<file path="src/rtl/bcd_a_binario_pkg.sv">
// bcd_pkg: shared types and constants for the BCD-to-binary converter.
// Field layout of the 3-digit BCD word and FSM state encoding.
package bcd_pkg;

  typedef enum logic [1:0] {
    IDLE  = 2'd0,
    SHIFT = 2'd1,
    DONE  = 2'd2
  } state_t;

  localparam int ITER    = 9;
  localparam int BCD_W   = 10;
  localparam int BIN_W   = 9;
  localparam int DIGIT_W = 4;
  localparam int HUND_W  = 2;
  localparam int CNT_W   = 4;

  localparam int UNITS_LSB = 0;
  localparam int TENS_LSB  = 4;
  localparam int HUND_LSB  = 8;

  localparam logic [CNT_W-1:0] CNT_LAST = CNT_W'(ITER - 1);

  function automatic logic digit_bad(logic [DIGIT_W-1:0] d);
    return d > 4'd9;
  endfunction

endpackage

</file>
<file path="src/rtl/bcd_a_binario_if.sv">
// bcd_a_binario_if: input and result valid/ready channels of the converter.
// master drives BCD words and accepts results; slave is the converter.
interface bcd_a_binario_if;
  import bcd_pkg::*;

  logic [BCD_W-1:0] bcd_in;
  logic             in_valid;
  logic             in_ready;
  logic [BIN_W-1:0] bin_out;
  logic             out_valid;
  logic             out_ready;
  logic             out_err;

  modport master (
    output bcd_in, in_valid, out_ready,
    input  in_ready, bin_out, out_valid, out_err
  );

  modport slave (
    input  bcd_in, in_valid, out_ready,
    output in_ready, bin_out, out_valid, out_err
  );

endinterface

</file>
<file path="src/rtl/bcd_a_binario_bloque_restador.sv">
// bloque_restador: BCD digit corrector, subtracts 3 when the digit is >= 8.
// Inverse of the add-3 cell of the binary-to-BCD direction.
module bloque_restador
  import bcd_pkg::*;
(
  input  logic [DIGIT_W-1:0] i_d,
  output logic [DIGIT_W-1:0] o_d
);

  assign o_d = i_d[3] ? i_d - 4'd3 : i_d;

endmodule

</file>
<file path="src/rtl/bcd_a_binario.sv">
// bcd_a_binario: reverse double-dabble, 3-digit BCD to 9-bit binary.
// Define BCD_CHECK_EN to flag tens/units > 9 on out_err.
module bcd_a_binario
  import bcd_pkg::*;
(
  input  logic           clk,
  input  logic           reset,
  bcd_a_binario_if.slave bus
);

  localparam int SH_W = BCD_W + BIN_W;

  state_t             r_state, w_state;
  logic [BCD_W-1:0]   r_bcd, w_bcd;
  logic [BIN_W-1:0]   r_bin, w_bin;
  logic [BIN_W-1:0]   r_out, w_out;
  logic [CNT_W-1:0]   r_cnt, w_cnt;
  logic [SH_W-1:0]    w_sh;
  logic [DIGIT_W-1:0] w_tens, w_units;
  logic [BIN_W-1:0]   w_res;
  logic               w_last;

  assign w_sh   = {r_bcd, r_bin} >> 1;
  assign w_last = (r_cnt == CNT_LAST);

  bloque_restador u_tens (
    .i_d (w_sh[BIN_W+TENS_LSB +: DIGIT_W]),
    .o_d (w_tens)
  );

  bloque_restador u_units (
    .i_d (w_sh[BIN_W+UNITS_LSB +: DIGIT_W]),
    .o_d (w_units)
  );

`ifdef BCD_CHECK_EN
  logic r_flag;
  logic r_err;

  // Flag is captured with the operand and only surfaces in DONE.
  always_ff @(posedge clk) begin
    if (reset) begin
      r_flag <= 1'b0;
      r_err  <= 1'b0;
    end else begin
      case (r_state)
        IDLE:
          if (bus.in_valid)
            r_flag <= digit_bad(bus.bcd_in[TENS_LSB +: DIGIT_W]) |
                      digit_bad(bus.bcd_in[UNITS_LSB +: DIGIT_W]);
        SHIFT:
          if (w_last) r_err <= r_flag;
        DONE:
          if (bus.out_ready) r_err <= 1'b0;
        default: ;
      endcase
    end
  end

  assign w_res       = r_flag ? '0 : w_sh[BIN_W-1:0];
  assign bus.out_err = r_err;
`else
  assign w_res       = w_sh[BIN_W-1:0];
  assign bus.out_err = 1'b0;
`endif

  always_ff @(posedge clk) begin
    if (reset) begin
      r_state <= IDLE;
      r_bcd   <= '0;
      r_bin   <= '0;
      r_out   <= '0;
      r_cnt   <= '0;
    end else begin
      r_state <= w_state;
      r_bcd   <= w_bcd;
      r_bin   <= w_bin;
      r_out   <= w_out;
      r_cnt   <= w_cnt;
    end
  end

  always_comb begin
    w_state = r_state;
    w_bcd   = r_bcd;
    w_bin   = r_bin;
    w_out   = r_out;
    w_cnt   = r_cnt;
    case (r_state)
      IDLE: begin
        if (bus.in_valid) begin
          w_state = SHIFT;
          w_bcd   = bus.bcd_in;
          w_bin   = '0;
          w_cnt   = '0;
        end
      end
      SHIFT: begin
        // Hundreds never reaches 8 after a shift, so it is not corrected.
        w_bcd = {w_sh[SH_W-1 -: HUND_W], w_tens, w_units};
        w_bin = w_sh[BIN_W-1:0];
        w_cnt = r_cnt + 4'd1;
        if (w_last) begin
          w_state = DONE;
          w_out   = w_res;
        end
      end
      DONE: begin
        if (bus.out_ready) w_state = IDLE;
      end
      default: w_state = IDLE;
    endcase
  end

  assign bus.in_ready  = (r_state == IDLE);
  assign bus.out_valid = (r_state == DONE);
  assign bus.bin_out   = r_out;

endmodule

</file>
<file path="src/flat_wrapper.sv">
// flat-port wrapper written by rule: the top's interface ports become plain ports
module bcd_a_binario_flat import bcd_pkg::*;
  (clk, reset, bus_bcd_in, bus_in_valid, bus_out_ready, bus_in_ready, bus_bin_out, bus_out_valid, bus_out_err);
  bcd_a_binario_if bus_i ();
  input  logic clk;
  input  logic reset;
  input wire logic [$bits(bus_i.bcd_in)-1:0] bus_bcd_in;
  input wire logic [$bits(bus_i.in_valid)-1:0] bus_in_valid;
  input wire logic [$bits(bus_i.out_ready)-1:0] bus_out_ready;
  output wire logic [$bits(bus_i.in_ready)-1:0] bus_in_ready;
  output wire logic [$bits(bus_i.bin_out)-1:0] bus_bin_out;
  output wire logic [$bits(bus_i.out_valid)-1:0] bus_out_valid;
  output wire logic [$bits(bus_i.out_err)-1:0] bus_out_err;
  assign bus_i.bcd_in = bus_bcd_in;
  assign bus_i.in_valid = bus_in_valid;
  assign bus_i.out_ready = bus_out_ready;
  assign bus_in_ready = bus_i.in_ready;
  assign bus_bin_out = bus_i.bin_out;
  assign bus_out_valid = bus_i.out_valid;
  assign bus_out_err = bus_i.out_err;
  bcd_a_binario u_core (.clk(clk), .reset(reset), .bus(bus_i));
endmodule
</file>
<file path="config.mk">
export PLATFORM = sky130hd
export DESIGN_NAME = bcd_a_binario_flat
export DESIGN_NICKNAME = d
export VERILOG_FILES = /design/src/rtl/bcd_a_binario_pkg.sv /design/src/rtl/bcd_a_binario_if.sv /design/src/rtl/bcd_a_binario_bloque_restador.sv /design/src/rtl/bcd_a_binario.sv /design/src/flat_wrapper.sv
export SDC_FILE = /design/constraint.sdc
export NUM_CORES = 1
export LEC_CHECK = 0
export BUFFER_PORTS_ARGS = -buffer_cell sky130_fd_sc_hd__clkbuf_2
export CORE_MARGIN = 1.5
export CORE_UTILIZATION = 25
export DETAILED_ROUTE_END_ITERATION = 10
export GPL_TIMING_DRIVEN = 0
export PLACE_DENSITY = 0.46
export SLEW_MARGIN = 20
export SYNTH_ARGS = -nofsm -noshare
export SYNTH_HDL_FRONTEND = slang
export SYNTH_SLANG_ARGS = --single-unit
</file>
<file path="constraint.sdc">
create_clock -name clk -period 2.03 [get_ports clk]
set_clock_uncertainty 0.05 [all_clocks]
set_input_delay 0.1015 -clock clk [delete_from_list [all_inputs] [get_ports clk]]
set_output_delay 0.1015 -clock clk [all_outputs]
set_load 0.005 [all_outputs]
</file>
**Word-level counts from Yosys, hierarchy flattened**

Cells that the tools add are included.

- Word-level logic and storage cells: 31
- Flip-flop bits (word level): 34
- Output and inout bits: 12
- Bits of input ports: 14

- Reduce and logical (&&, ||, !) cells: 5
- Mux-type cells: 12
- Equality and inequality tests: 6
- $add $sub $neg: 3

Operator list:

| kind | count |
|---|---|
| $pmux W10 S2 | 1 |
| $pmux W9 S2 | 1 |
| $mux W4 | 3 |
| $mux W10 | 1 |
| $mux W9 | 1 |
| $pmux W4 S2 | 1 |
| $sub A4 B2 Y4 const B | 2 |
| $mux W2 | 3 |
| $pmux W2 S3 | 1 |
| $add A4 B1 Y4 const B | 1 |
| $eq A4 B4 Y1 const B | 1 |
| $ne A2 B2 Y1 const B | 2 |
| $reduce_and A2 Y1 | 2 |
| $reduce_and A3 Y1 | 1 |
| $eq A2 B1 Y1 const B | 1 |
| $eq A2 B2 Y1 const B | 1 |
| $logic_not A2 Y1 | 1 |
| $ne A2 B1 Y1 const B | 1 |
| $reduce_bool A2 Y1 | 1 |

**Longest topological paths before layout**

- Word-level depth: 3
- Depth in mapped cells: 6
- Mapped depth without buffers: 6

**Hierarchy**

A second synthesis with hierarchy kept.

- Cells, all modules: 182
- Area, all modules: 1585.3 µm²

Modules (own cells, without submodules):

| module | cells an instance | sequential area each (µm²) | times used | area each (µm²) |
|---|---|---|---|---|
| bcd_a_binario | 168 | 660.6 | 1 | 1460.2 |
| bloque_restador | 7 | 0.0 | 2 | 62.6 |

**Worst setup path after synthesis**

OpenSTA, ideal clock, no wires.

- Path type: flip-flop to flip-flop
- From: register u_core.r_cnt[0]
- To: register u_core.r_out[0], in the netlist u_core.bus.bin_out[0]
- Setup time: 0.128 ns
- Slack: 0.700 ns
- Data required time: 1.852 ns
- Cell stages (with the launch flop): 7
- Path buffers: 0
- Clock period less this slack: 1.330 ns
- Arrival: 1.152 ns
- Path through: dfxtp_1 > inv_1 > ha_1 > nand3b_1 > nor2_4 > mux2i_1 > nor2_1

- Word-level cells in the longest chain between the ends: 2

Ends and longest elaborated chain:

| item | RTL line | source |
|---|---|---|
| start, declared | bcd_a_binario.sv:17 | `logic [CNT_W-1:0] r_cnt, w_cnt;` |
| start signal, assigned | bcd_a_binario.sv:79 | `r_cnt <= w_cnt;` |
| $eq A4 B4 Y1 | bcd_a_binario.sv:24 | `assign w_last = (r_cnt == CNT_LAST);` |
| $reduce_and A2 Y1 (no source line) | - |  |
| end signal, assigned | bcd_a_binario.sv:78 | `r_out <= w_out;` |
| end, declared | bcd_a_binario.sv:16 | `logic [BIN_W-1:0] r_out, w_out;` |

Every way passes these cells.
A chain may end at the register's enable or synchronous reset.

**Worst setup path after layout**

- From: register u_core.r_state[1]
- To: output port bus_out_valid

- Word-level cells in the longest chain between the ends: 1

Ends and longest elaborated chain:

| item | RTL line | source |
|---|---|---|
| start, declared | bcd_a_binario.sv:13 | `state_t r_state, w_state;` |
| start signal, assigned | bcd_a_binario.sv:75 | `r_state <= w_state;` |
| $eq A2 B2 Y1 | bcd_a_binario.sv:116 | `assign bus.out_valid = (r_state == DONE);` |
| end, declared | flat_wrapper.sv:12 | `output wire logic [$bits(bus_i.out_valid)-1:0] bus_out_valid;` |

Every way passes these cells.

==> out/metrics.cfg <==
[worst_setup_path]
worstPathRequired_ns=1.88
path_delay_family=flip-flops
path_class=reg2out
r2r_end=u_core.bus.bin_out[4]
path_depth=3
startpoint=u_core.r_state[1]
worstPathBufferInverterCount=2
cpPeakStageDelay_ns=0.45
r2r.worst_path.cells=6
path_cells=buf_2 -> nor2b_1 -> clkbuf_2
r2r_start=u_core.r_cnt[0]
crit_end=bus_out_valid
crit_arrival_ns=1.35
cp_slowest_cell=dfxtp_1
regToRegSetupSlack_ns=0.54
worstSetupStartpointType=register
crit_fanout=10
end_kind=output port

[timing]
finalSetupTns_ns=0
slew_headroom_pct=61.2
slew_viol_final=0
hold_violations=0
setup_viol=0
post-route-min-period_ns=1.51
finalCritPeriodShare_pct=74.2
max_freq_ghz=0.664
rsz0062_at_grt=false
worst_pin_slew_ns=0.582

[cts]
htree_levels=2
cts_setup_buffers=0
clk_path_buf_depth=2
cts_tree=yes
cts_sinks=33
cts_buffers=5
hold_buffers=0
cts_resized=0
worstSkewPairLatency_ns=0.28
root_buffer=clkbuf_8
clk_pin_slew_worst_paths_ns=0.07

[placement]
place_hpwl_mm=2.43
gp_congestion=0.739
port-buffer-count=23
dp_cells=261
place_area_um2=1690

[layout]
final_nets=214
syn2layout_area_growth_pct=22.0
fin_util_pct=32.2
num_antenna_cells=0
final_cells=269
finish.instance_area_um2=1810
layout-drive-gt1-share_pct=21.8

[logic_synthesis]
synth_area_leaders=dfxtp_1 (45%), nor2_1 (8.4%), mux2i_1 (7.4%), a21oi_1 (5.7%), a22oi_1 (5.6%)
yosys.cell_types.count=33
synth_top_cell_by_area=dfxtp_1
synth-seq-cells=33
synth_edf_count=0
syn_area_per_cell_um2=8.92
yosys_warnings=0
synth_top_area_share_pct=44.6
netlist_instances=166
ys.flop_type=dfxtp_1
synth_fp_nets=184
yosysSeqAreaShare_pct=44.6
synthArstFlopShare_pct=0
syn_area_um2=1480
synth_commonest_cells=dfxtp_1 (33), nor2_1 (33), a21oi_1 (17), a22oi_1 (11), mux2i_1 (11)

[die]
coreArea_um2=5610
io_pins=26
initial_core_util_pct=26.4
die_w_um=80.0
fp.dieH_um=80.0
placementRows=27
die-area_um2=6400

[worst_hold_path]
hold_path_class=in2reg

[power_and_ir_drop]
p_leak_nw=0.718
clockPowerShare_pct=43.2
design_power_total_mw=1.50
p_comb_share_pct=10.3
seqPwrFrac_pct=46.4
irDropWorstVdd_mv=0.375
switching_power_uw=361
powerDensity_nw_per_um2=830
switching_share_pct=24.1
internal_power_mw=1.14

[detailed_routing]
viasPerCell=4.61
drt_wl_total_mm=3.49
drcViolationCount=0
antenna_left=0
routed-via-count=1241
wire_per_inst_um=13.0
drtIter0Drc=36
drtPass1Iterations=4

[global_routing]
grt_pass1_wl_mm=6.00
grt_usage_pct=12.3
antenna_found_initial=0
grt.overflow.total=0
grt_max_degree=12
grt_pass1_vias=1256

[run_status]
status=finished clean

[job]
maxCapViolations=0

[worst min path at each step]
stage | startpoint | endpoint | slack, ns | cells past startpoint
floorplan | bus_out_ready | u_core.r_state[1] | 0.23 | 3
detailed placement | bus_out_ready | u_core.r_state[1] | 0.34 | 4
global placement | bus_out_ready | u_core.r_state[1] | 0.34 | 4
global route | bus_bcd_in[7] | u_core.r_bcd[7] | 0.04 | 2
CTS | bus_out_ready | u_core.r_state[1] | 0.04 | 4
finish | bus_out_ready | u_core.r_state[1] | 0.05 | 4
[placed cells by master, fill, tap and decap left out, drive strengths merged, types with 2 or more instances in the layout]
cell type | Yosys | routed
inv | 4 | 4
clkbuf | 3 | 32
nor2 | 34 | 34
ha | 4 | 4
xor2 | 2 | 2
nor3b | 2 | 2
nand2 | 5 | 5
dfxtp | 33 | 33
buf | 8 | 8
a31oi | 2 | 2
a21oi | 17 | 17
nand2b | 6 | 6
nand3 | 3 | 3
nor2b | 2 | 2
o221a | 2 | 2
nand3b | 3 | 3
a211o | 2 | 2
mux2i | 11 | 11
a22oi | 11 | 11
xnor2 | 2 | 2
[routing by layer]
layer,global-route usage (%),wire length [um]
met1,16.4,1750
met2,18.7,1490
met3,4.00,226
met4,4.14,23
met5,0,0
[final cells by class]
| cell class | count | area (um2) |
|---|---|---|
| timing repair buffer | 23 | 115 |
| clock buffer | 6 | 82.6 |
| inverter | 4 | 15.0 |
| sequential | 33 | 661 |
| buffer | 11 | 57.6 |
| fill | 640 | 3800 |
| multi-input combinational | 118 | 748 |
| tap | 72 | 90.1 |
| clock inverter | 2 | 37.5 |
[stage by stage]
stage / worst slack (ns) / hold slack [ns]
floorplan: 0.700 / 0.230
global placement: 0.529 / 0.338
detailed placement: 0.524 / 0.337
CTS: 0.481 / 0.0412
global route: 0.381 / 0.0441
finish: 0.524 / 0.0475
[sequential cells by signal (all words and copies together) (netlist names)]
register            cells
u_core.bus.bin_out      9
u_core.r_bcd           10
u_core.r_bin            8
u_core.r_cnt            4
u_core.r_state          2
[power by group through the flow]
stage | clock [mW] | sequential (mW) | combinational (mW)
final | 0.648 | 0.696 | 0.155
after global routing | 0.708 | 0.701 | 0.177
after CTS | 0.673 | 0.696 | 0.157
after detailed placement | 0 | 0.711 | 0.157
after global placement | 0 | 0.711 | 0.157
after floorplan | 0 | 0.704 | 0.113
[worst reg2reg max path, cell delays in order, from the launching register on]
cell	delay [ns]
dfxtp_1	0.35
inv_1	0.07
ha_1	0.14
nand3b_1	0.14
nor2_4	0.34
mux2i_1	0.23
nor2_1	0.05
[kinds of logic (layout without fill, tap and decap cells)]
family | after synthesis | count (layout) | share of synthesized area [%]
flip-flops | 33 | 33 | 44.6
multiplexers | 12 | 12 | 8.19
AND/OR/NAND/NOR | 60 | 60 | 19.8
XOR/XNOR | 4 | 4 | 2.37
adder cells (fa/ha/maj) | 4 | 4 | 3.38
buffers and inverters | 15 | 46 | 4.90
other | 1 | 1 | 0.253
AO/OA/AOI/OAI | 37 | 37 | 16.6
Note: power is estimated with default switching activity, not from simulation.
